File: src/rtl/mem_arbiter_pkg.sv
// Shared constants for the memory arbiter: width codes, FSM states,
// owner encodings, reset polarity and a byte-count helper.
package mem_arbiter_pkg;

    // Reset is asserted when rst equals this value.
    localparam logic RST_ENABLE = 1'b0;

    // Access width codes on mem_width_i (2'b11 behaves as a word).
    localparam logic [1:0] WIDTH_BYTE = 2'b00;
    localparam logic [1:0] WIDTH_HALF = 2'b01;
    localparam logic [1:0] WIDTH_WORD = 2'b10;

    // FSM state encodings.
    localparam logic [1:0] ST_IDLE = 2'd0;
    localparam logic [1:0] ST_RUN  = 2'd1;
    localparam logic [1:0] ST_DONE = 2'd2;

    // Which requester currently owns the RAM port.
    localparam logic OWNER_IF  = 1'b0;
    localparam logic OWNER_MEM = 1'b1;

    // Number of bytes moved for a given width code.
    function automatic logic [2:0] byte_count(input logic [1:0] width);
        case (width)
            WIDTH_BYTE: byte_count = 3'd1;
            WIDTH_HALF: byte_count = 3'd2;
            default:    byte_count = 3'd4;
        endcase
    endfunction

endpackage

File: src/rtl/mem_arbiter_if.sv
// Pipeline-facing and RAM-facing signals of the memory arbiter.
//
// Handshake: a requester raises its *_req_i with stable request fields and
// keeps it up until its *_done_o pulse (one cycle, qualified by rdy). The
// arbiter samples requests only in IDLE; deasserting a request mid-transfer
// has no effect, and the requester must drop or change its request in the
// cycle it sees done so the same access is not re-issued. RAM read data on
// ram_din_i is expected one cycle after its address on ram_a_o.
interface mem_arbiter_if #(
    parameter int ADDR_W = 32
);
    logic              if_req_i;
    logic [31:0]       if_addr_i;
    logic              if_flush_i;
    logic              if_done_o;
    logic [31:0]       if_inst_o;
    logic              mem_req_i;
    logic              mem_we_i;
    logic [31:0]       mem_addr_i;
    logic [1:0]        mem_width_i;
    logic              mem_sext_i;
    logic [31:0]       mem_wdata_i;
    logic              mem_done_o;
    logic [31:0]       mem_rdata_o;
    logic [ADDR_W-1:0] ram_a_o;
    logic [7:0]        ram_dout_o;
    logic              ram_wr_o;
    logic [7:0]        ram_din_i;
    logic              stall_req_o;

    // Pipeline stages plus RAM model side.
    modport master (
        output if_req_i, if_addr_i, if_flush_i,
        output mem_req_i, mem_we_i, mem_addr_i, mem_width_i, mem_sext_i, mem_wdata_i,
        output ram_din_i,
        input  if_done_o, if_inst_o, mem_done_o, mem_rdata_o,
        input  ram_a_o, ram_dout_o, ram_wr_o, stall_req_o
    );

    // The arbiter itself.
    modport slave (
        input  if_req_i, if_addr_i, if_flush_i,
        input  mem_req_i, mem_we_i, mem_addr_i, mem_width_i, mem_sext_i, mem_wdata_i,
        input  ram_din_i,
        output if_done_o, if_inst_o, mem_done_o, mem_rdata_o,
        output ram_a_o, ram_dout_o, ram_wr_o, stall_req_o
    );
endinterface

File: src/rtl/mem_arb_assembler.sv
// Read-data assembler: bytes shift in from the top, so after N captures the
// transfer sits little-endian in the upper N bytes; extension is combinational.
module mem_arb_assembler
    import mem_arbiter_pkg::*;
(
    input  logic        clk,
    input  logic        rst,
    input  logic        clear,
    input  logic        capture,
    input  logic [7:0]  din,
    input  logic [1:0]  width,
    input  logic        sext,
    output logic [31:0] word,
    output logic [31:0] ext
);

    logic [31:0] data;

    // Byte-lane shift register: clear at transfer start/abort, shift on capture.
    always_ff @(posedge clk) begin
        if (rst == RST_ENABLE) begin
            data <= '0;
        end else if (clear) begin
            data <= '0;
        end else if (capture) begin
            data <= {din, data[31:8]};
        end
    end

    // Full word for fetches; byte/half taken from the top lanes and extended.
    always_comb begin
        word = data;
        case (width)
            WIDTH_BYTE: ext = {{24{sext & data[31]}}, data[31:24]};
            WIDTH_HALF: ext = {{16{sext & data[31]}}, data[31:16]};
            default:    ext = data;
        endcase
    end

endmodule

File: src/rtl/mem_arbiter.sv
// Shares one byte-wide RAM port between instruction fetch and the MEM stage,
// moving one byte per cycle and raising the pipeline stall request.
module mem_arbiter
    import mem_arbiter_pkg::*;
#(
    parameter int ADDR_W = 32
) (
    input  logic         clk,
    input  logic         rst,
    input  logic         rdy,
    mem_arbiter_if.slave bus,
    output logic [1:0]   state_dbg
);

    logic [1:0]  state;
    logic        owner;
    logic [31:0] base;
    logic        we;
    logic [1:0]  width;
    logic        sext;
    logic [31:0] wdata;
    logic [2:0]  n_bytes;
    logic [2:0]  idx;

    logic        in_reset;
    logic        flush_abort;
    logic        capture;
    logic        clear;
    logic        driving;
    logic        mem_done;
    logic [31:0] addr_cur;

    assign in_reset    = (rst == RST_ENABLE);
    // A flush only matters while the fetch owns the port.
    assign flush_abort = (owner == OWNER_IF) && bus.if_flush_i &&
                         ((state == ST_RUN) || (state == ST_DONE));
    assign capture     = rdy && !in_reset && (state == ST_RUN) && !we &&
                         (idx != 3'd0) && !flush_abort;
    assign clear       = rdy && !in_reset &&
                         (((state == ST_IDLE) && (bus.mem_req_i || bus.if_req_i)) || flush_abort);
    assign state_dbg   = state;

    // FSM, request latching and byte index; rdy low freezes everything.
    always_ff @(posedge clk) begin
        if (in_reset) begin
            state   <= ST_IDLE;
            owner   <= OWNER_IF;
            base    <= '0;
            we      <= 1'b0;
            width   <= WIDTH_BYTE;
            sext    <= 1'b0;
            wdata   <= '0;
            n_bytes <= '0;
            idx     <= '0;
        end else if (rdy) begin
            case (state)
                ST_IDLE: begin
                    idx <= '0;
                    if (bus.mem_req_i) begin
                        owner   <= OWNER_MEM;
                        base    <= bus.mem_addr_i;
                        we      <= bus.mem_we_i;
                        width   <= bus.mem_width_i;
                        sext    <= bus.mem_sext_i;
                        wdata   <= bus.mem_wdata_i;
                        n_bytes <= byte_count(bus.mem_width_i);
                        state   <= ST_RUN;
                    end else if (bus.if_req_i) begin
                        owner   <= OWNER_IF;
                        base    <= bus.if_addr_i;
                        we      <= 1'b0;
                        width   <= WIDTH_WORD;
                        sext    <= 1'b0;
                        wdata   <= '0;
                        n_bytes <= 3'd4;
                        state   <= ST_RUN;
                    end
                end
                ST_RUN: begin
                    if (flush_abort) begin
                        state <= ST_IDLE;
                        idx   <= '0;
                    end else if (we ? (idx == n_bytes - 3'd1) : (idx == n_bytes)) begin
                        // Writes finish on the last byte; reads need one extra
                        // cycle to capture the last byte returned by the RAM.
                        state <= ST_DONE;
                        idx   <= '0;
                    end else begin
                        idx <= idx + 3'd1;
                    end
                end
                ST_DONE: begin
                    state <= ST_IDLE;
                end
                default: begin
                    state <= ST_IDLE;
                end
            endcase
        end
    end

    // RAM drive, done pulses and stall request.
    always_comb begin
        addr_cur        = base + {29'd0, idx};
        driving         = (state == ST_RUN) && (idx < n_bytes);
        bus.ram_a_o     = driving ? ADDR_W'(addr_cur) : '0;
        bus.ram_wr_o    = rdy && !in_reset && (state == ST_RUN) && we;
        bus.ram_dout_o  = 8'd0;
        if ((state == ST_RUN) && we) begin
            case (idx[1:0])
                2'd0:    bus.ram_dout_o = wdata[7:0];
                2'd1:    bus.ram_dout_o = wdata[15:8];
                2'd2:    bus.ram_dout_o = wdata[23:16];
                default: bus.ram_dout_o = wdata[31:24];
            endcase
        end
        mem_done        = rdy && !in_reset && (state == ST_DONE) && (owner == OWNER_MEM);
        bus.mem_done_o  = mem_done;
        bus.if_done_o   = rdy && !in_reset && (state == ST_DONE) && (owner == OWNER_IF) &&
                          !bus.if_flush_i;
        bus.stall_req_o = (bus.mem_req_i && !mem_done) ||
                          ((state == ST_RUN) && (owner == OWNER_MEM));
    end

    mem_arb_assembler u_assembler (
        .clk     (clk),
        .rst     (rst),
        .clear   (clear),
        .capture (capture),
        .din     (bus.ram_din_i),
        .width   (width),
        .sext    (sext),
        .word    (bus.if_inst_o),
        .ext     (bus.mem_rdata_o)
    );

endmodule

File: src/flat_wrapper.sv
// flat-port wrapper written by rule: the top's interface ports become plain ports
module mem_arbiter_flat import mem_arbiter_pkg::*;
#(
    parameter int ADDR_W = 32
)
  (clk, rst, rdy, state_dbg, bus_if_req_i, bus_if_addr_i, bus_if_flush_i, bus_mem_req_i, bus_mem_we_i, bus_mem_addr_i, bus_mem_width_i, bus_mem_sext_i, bus_mem_wdata_i, bus_ram_din_i, bus_if_done_o, bus_if_inst_o, bus_mem_done_o, bus_mem_rdata_o, bus_ram_a_o, bus_ram_dout_o, bus_ram_wr_o, bus_stall_req_o);
  mem_arbiter_if #(.ADDR_W(ADDR_W)) bus_i ();
  input  logic clk;
  input  logic rst;
  input  logic rdy;
  output logic [1:0] state_dbg;
  input wire logic [$bits(bus_i.if_req_i)-1:0] bus_if_req_i;
  input wire logic [$bits(bus_i.if_addr_i)-1:0] bus_if_addr_i;
  input wire logic [$bits(bus_i.if_flush_i)-1:0] bus_if_flush_i;
  input wire logic [$bits(bus_i.mem_req_i)-1:0] bus_mem_req_i;
  input wire logic [$bits(bus_i.mem_we_i)-1:0] bus_mem_we_i;
  input wire logic [$bits(bus_i.mem_addr_i)-1:0] bus_mem_addr_i;
  input wire logic [$bits(bus_i.mem_width_i)-1:0] bus_mem_width_i;
  input wire logic [$bits(bus_i.mem_sext_i)-1:0] bus_mem_sext_i;
  input wire logic [$bits(bus_i.mem_wdata_i)-1:0] bus_mem_wdata_i;
  input wire logic [$bits(bus_i.ram_din_i)-1:0] bus_ram_din_i;
  output wire logic [$bits(bus_i.if_done_o)-1:0] bus_if_done_o;
  output wire logic [$bits(bus_i.if_inst_o)-1:0] bus_if_inst_o;
  output wire logic [$bits(bus_i.mem_done_o)-1:0] bus_mem_done_o;
  output wire logic [$bits(bus_i.mem_rdata_o)-1:0] bus_mem_rdata_o;
  output wire logic [$bits(bus_i.ram_a_o)-1:0] bus_ram_a_o;
  output wire logic [$bits(bus_i.ram_dout_o)-1:0] bus_ram_dout_o;
  output wire logic [$bits(bus_i.ram_wr_o)-1:0] bus_ram_wr_o;
  output wire logic [$bits(bus_i.stall_req_o)-1:0] bus_stall_req_o;
  assign bus_i.if_req_i = bus_if_req_i;
  assign bus_i.if_addr_i = bus_if_addr_i;
  assign bus_i.if_flush_i = bus_if_flush_i;
  assign bus_i.mem_req_i = bus_mem_req_i;
  assign bus_i.mem_we_i = bus_mem_we_i;
  assign bus_i.mem_addr_i = bus_mem_addr_i;
  assign bus_i.mem_width_i = bus_mem_width_i;
  assign bus_i.mem_sext_i = bus_mem_sext_i;
  assign bus_i.mem_wdata_i = bus_mem_wdata_i;
  assign bus_i.ram_din_i = bus_ram_din_i;
  assign bus_if_done_o = bus_i.if_done_o;
  assign bus_if_inst_o = bus_i.if_inst_o;
  assign bus_mem_done_o = bus_i.mem_done_o;
  assign bus_mem_rdata_o = bus_i.mem_rdata_o;
  assign bus_ram_a_o = bus_i.ram_a_o;
  assign bus_ram_dout_o = bus_i.ram_dout_o;
  assign bus_ram_wr_o = bus_i.ram_wr_o;
  assign bus_stall_req_o = bus_i.stall_req_o;
  mem_arbiter #(.ADDR_W(ADDR_W)) u_core (.clk(clk), .rst(rst), .rdy(rdy), .bus(bus_i), .state_dbg(state_dbg));
endmodule
File: config.mk
export PLATFORM = sky130hd
export DESIGN_NAME = mem_arbiter_flat
export DESIGN_NICKNAME = d
export VERILOG_FILES = /design/src/rtl/mem_arbiter_pkg.sv /design/src/rtl/mem_arbiter_if.sv /design/src/rtl/mem_arb_assembler.sv /design/src/rtl/mem_arbiter.sv /design/src/flat_wrapper.sv
export SDC_FILE = /design/constraint.sdc
export NUM_CORES = 1
export LEC_CHECK = 0
export CORE_MARGIN = 1
export CORE_UTILIZATION = 41
export CTS_BUF_LIST = sky130_fd_sc_hd__clkbuf_16
export DETAILED_ROUTE_END_ITERATION = 6
export PLACE_DENSITY = 0.77
export SLEW_MARGIN = 10
export SYNTH_ARGS = -nofsm -noshare
export SYNTH_HDL_FRONTEND = slang
export SYNTH_SLANG_ARGS = --single-unit
File: constraint.sdc
create_clock -name clk -period 2.7 [get_ports clk]
set_input_delay 0.54 -clock clk [delete_from_list [all_inputs] [get_ports clk]]
set_output_delay 0.54 -clock clk [all_outputs]
set_load 0.1 [all_outputs]
==> results.yml <==
status:
  status: "complete, but fails checks"
  violations: "DRC, setup timing"
sta:
  slew_violations: 0
  rsz0062_at_grt: "true"
  hold_viol_final: 0
  skew_ps: 10.8
  fin_hold_ws_ps: 464
  finalSetupViolCount: 26
  finalCritPeriodShare_pct: 110
  worst_slew_margin_rel_pct: 59.3
  fmax_mhz: 336
  worst_pin_slew_ps: 604
  fin_crit_ps: 2980
  finalWorstSetupSlack_ps: -280
cells_and_area:
  layout-drive-gt1-share_pct: 29.5
  diodes: 0
  nets: 1109
  syn2layout_area_growth_pct: 70.8
clock_network:
  h-tree-depth: 3
  clk_path_buf_depth: 2
  insertion_delay_ps: 370
  clock_tree.root_cell: "clkbuf_16"
  ctsHoldBuffers: 0
  cts_buffers: 9
  cts_tree: "built"
  clkTransAtPathRegs_ps: 70
  clock_sinks: 109
logic_synthesis:
  netlist_area_sq_um: 6250
  synth_edf_count: 0
  synth_cell_types: 50
  syn-num-nets: 889
  synthCells: 760
  synth-main-ff-cell: "dfxtp_1"
  ys_ff_latch: 109
  async_flop_share_pct: 0
  synth_area_per_cell_sq_um: 8.22
  yosys_warnings: 0
  ys_seq_area_share_pct: 34.9
setup_path:
  start_kind: "register"
  end_kind: "output port"
  cp_max_fo: 4
  path_class: "register to output port"
  r2r_slack_ps: 540
  cp.arrival_ps: 2440
  cp.required_ps: 2160
power:
  ir_drop_mv: 0.342
  netSwitchingFraction_pct: 31.8
  p_int_mw: 2.78
  p_seq_share_pct: 44.1
  p_per_area_nw_per_um2: 382
  p_leak_nw: 4.51
  clockPowerShare_pct: 32.5
  power_mw: 4.07
  p_comb_share_pct: 23.4
  p_switching_mw: 1.29
global_routing:
  antenna_found_initial: 0
  grt_pass1_wl_um: 32100
  grtUsageTotal_pct: 25.6
  grt-ovfl-total: 0
  grt_pass1_vias: 6190
  grt_max_degree: 52
die:
  dieArea_sq_um: 15700
  ios: 224
  design.core.area_sq_um: 14700
  placement_rows: 44
  die_w_um: 125
  die_height_um: 125
  start_util_pct: 42.5
routing:
  via_per_inst: 5.61
  avgRoutedWirePerCell_um: 17.3
  routed_wl_um: 20200
  first_iter_violations: 480
  vias: 6563
  firstDrtPassIters: 7
  drc_errors: 20
  antenna_left: 0
placed_design:
  port_buffers: 223
  dp_hpwl_um: 14400
  place_congestion: 0.809
worst_hold_path:
  hp-class: "register to register"
flow_run:
  cap_violations: 0
-- synth_stat cells, types with 8 or more instances --
cell,instances,area [sq um]
a21boi_0,42,315
a21oi_1,23,115
a222oi_1,8,80.1
buf_1,8,30.0
buf_2,9,45.0
clkbuf_1,42,158
dfxtp_1,109,2180
ha_1,14,175
inv_1,17,63.8
mux2i_1,79,791
nand2_1,130,488
nand3_1,50,250
nand3b_1,8,60.1
nor2_1,65,244
o211a_1,32,320
o21ai_0,18,90.1
o31ai_1,10,75.1
or4_1,9,67.6
xor2_1,9,78.8
-- per-layer routing --
layer	track usage (%)	wire length (um)	part of all wire [%]	vias up
met3	4.84	1210	6.0	22
li1	-	-	-	3159
met1	32.0	8500	42	3138
met2	44.0	10100	50	244
met5	0	0	0	-
met4	8.18	380	1.9	0
-- worst max-delay path, stage by stage, from the launching register on --
cell     delay [ps]
dfxtp_4         360
ha_4            130
inv_2            40
fa_2            370
nor2b_4         170
o21ai_4         100
buf_4           140
or4_4           420
a21oi_4         160
buf_12          190
-- metrics by stage --
step	std cells	area, sq um	setup slack, ps	setup TNS, ps	utilization, %
floorplan	760	6840	-290	-2190	-
global placement	1138	9990	77.5	0	68.0
detailed placement	1138	9990	45.9	0	68.0
CTS	1166	10500	-259	-4290	71.7
global route	1169	10700	-349	-6070	72.6
finish	1169	10700	-280	-3940	72.6
-- sequential cells by signal (all words and copies together), names as in the netlist --
register	count
u_core.base	32
u_core.idx	3
u_core.n_bytes	3
u_core.owner	1
u_core.sext	1
u_core.state_dbg	2
u_core.u_assembler.word	32
u_core.wdata	32
u_core.we	1
u_core.width	2
-- repair_timing --
| item | CTS | global route |
|---|---|---|
| setup buffers | 9 | 2 |
| pin swaps | 14 | 18 |
| gates resized for setup | 34 | 22 |
| setup endpoints to repair | 32 | 39 |
| gates cloned | 3 | 1 |
-- power groups by stage --
stage | clock (mW) | combinational [mW] | sequential, mW
after detailed placement | 0 | 0.909 | 1.82
final | 1.32 | 0.952 | 1.79
after floorplan | 0 | 0.526 | 1.82
after global placement | 0 | 0.896 | 1.82
after global routing | 1.40 | 1.02 | 1.81
after CTS | 1.35 | 0.941 | 1.79
-- worst paths after layout --
kind	startpoint	endpoint	cells after the start
max	u_core.idx[0]	bus_ram_a_o[20]	9
max reg2reg	u_core.idx[0]	u_core.u_assembler.word[10]	8
min	u_core.wdata[0]	u_core.wdata[0]	2
min reg2reg	u_core.wdata[0]	u_core.wdata[0]	2
-- area by class of cell --
class / count / area [sq um]
clock buffer: 9 / 225
clock inverter: 7 / 65.1
fill: 1090 / 4030
inverter: 17 / 63.8
multi-input combinational: 573 / 4480
sequential: 109 / 2210
tap: 184 / 230
timing repair buffer: 270 / 3390
-- kinds of logic (layout without fill, tap and decap cells) --
logic type               after synthesis  count (layout)  synth area share (%)
AO/OA/AOI/OAI                        159             160                  19.4
adder cells (fa/ha/maj)               15              15                  3.12
flip-flops                           109             109                  34.9
AND/OR/NAND/NOR                      306             306                  22.6
multiplexers                          79              79                  12.7
buffers and inverters                 79             303                  5.19
XOR/XNOR                              13              13                  2.04
-- cell usage in the layout (no fill, tap or decap), drive strengths merged, types with 7 or more instances in the layout --
master           n
or4              9
o21ai           21
clkdlybuf4s50  111
o211a           32
mux2i           79
nand3b           8
nor2            65
clkbuf          10
dfxtp          109
o31ai           10
xor2             9
a221o            7
nand2          130
nand3           51
buf            158
a222oi           8
ha              14
inv             21
nand4            7
a21oi           24
a21boi          42
No activity file was read; power rests on OpenSTA's default activity.
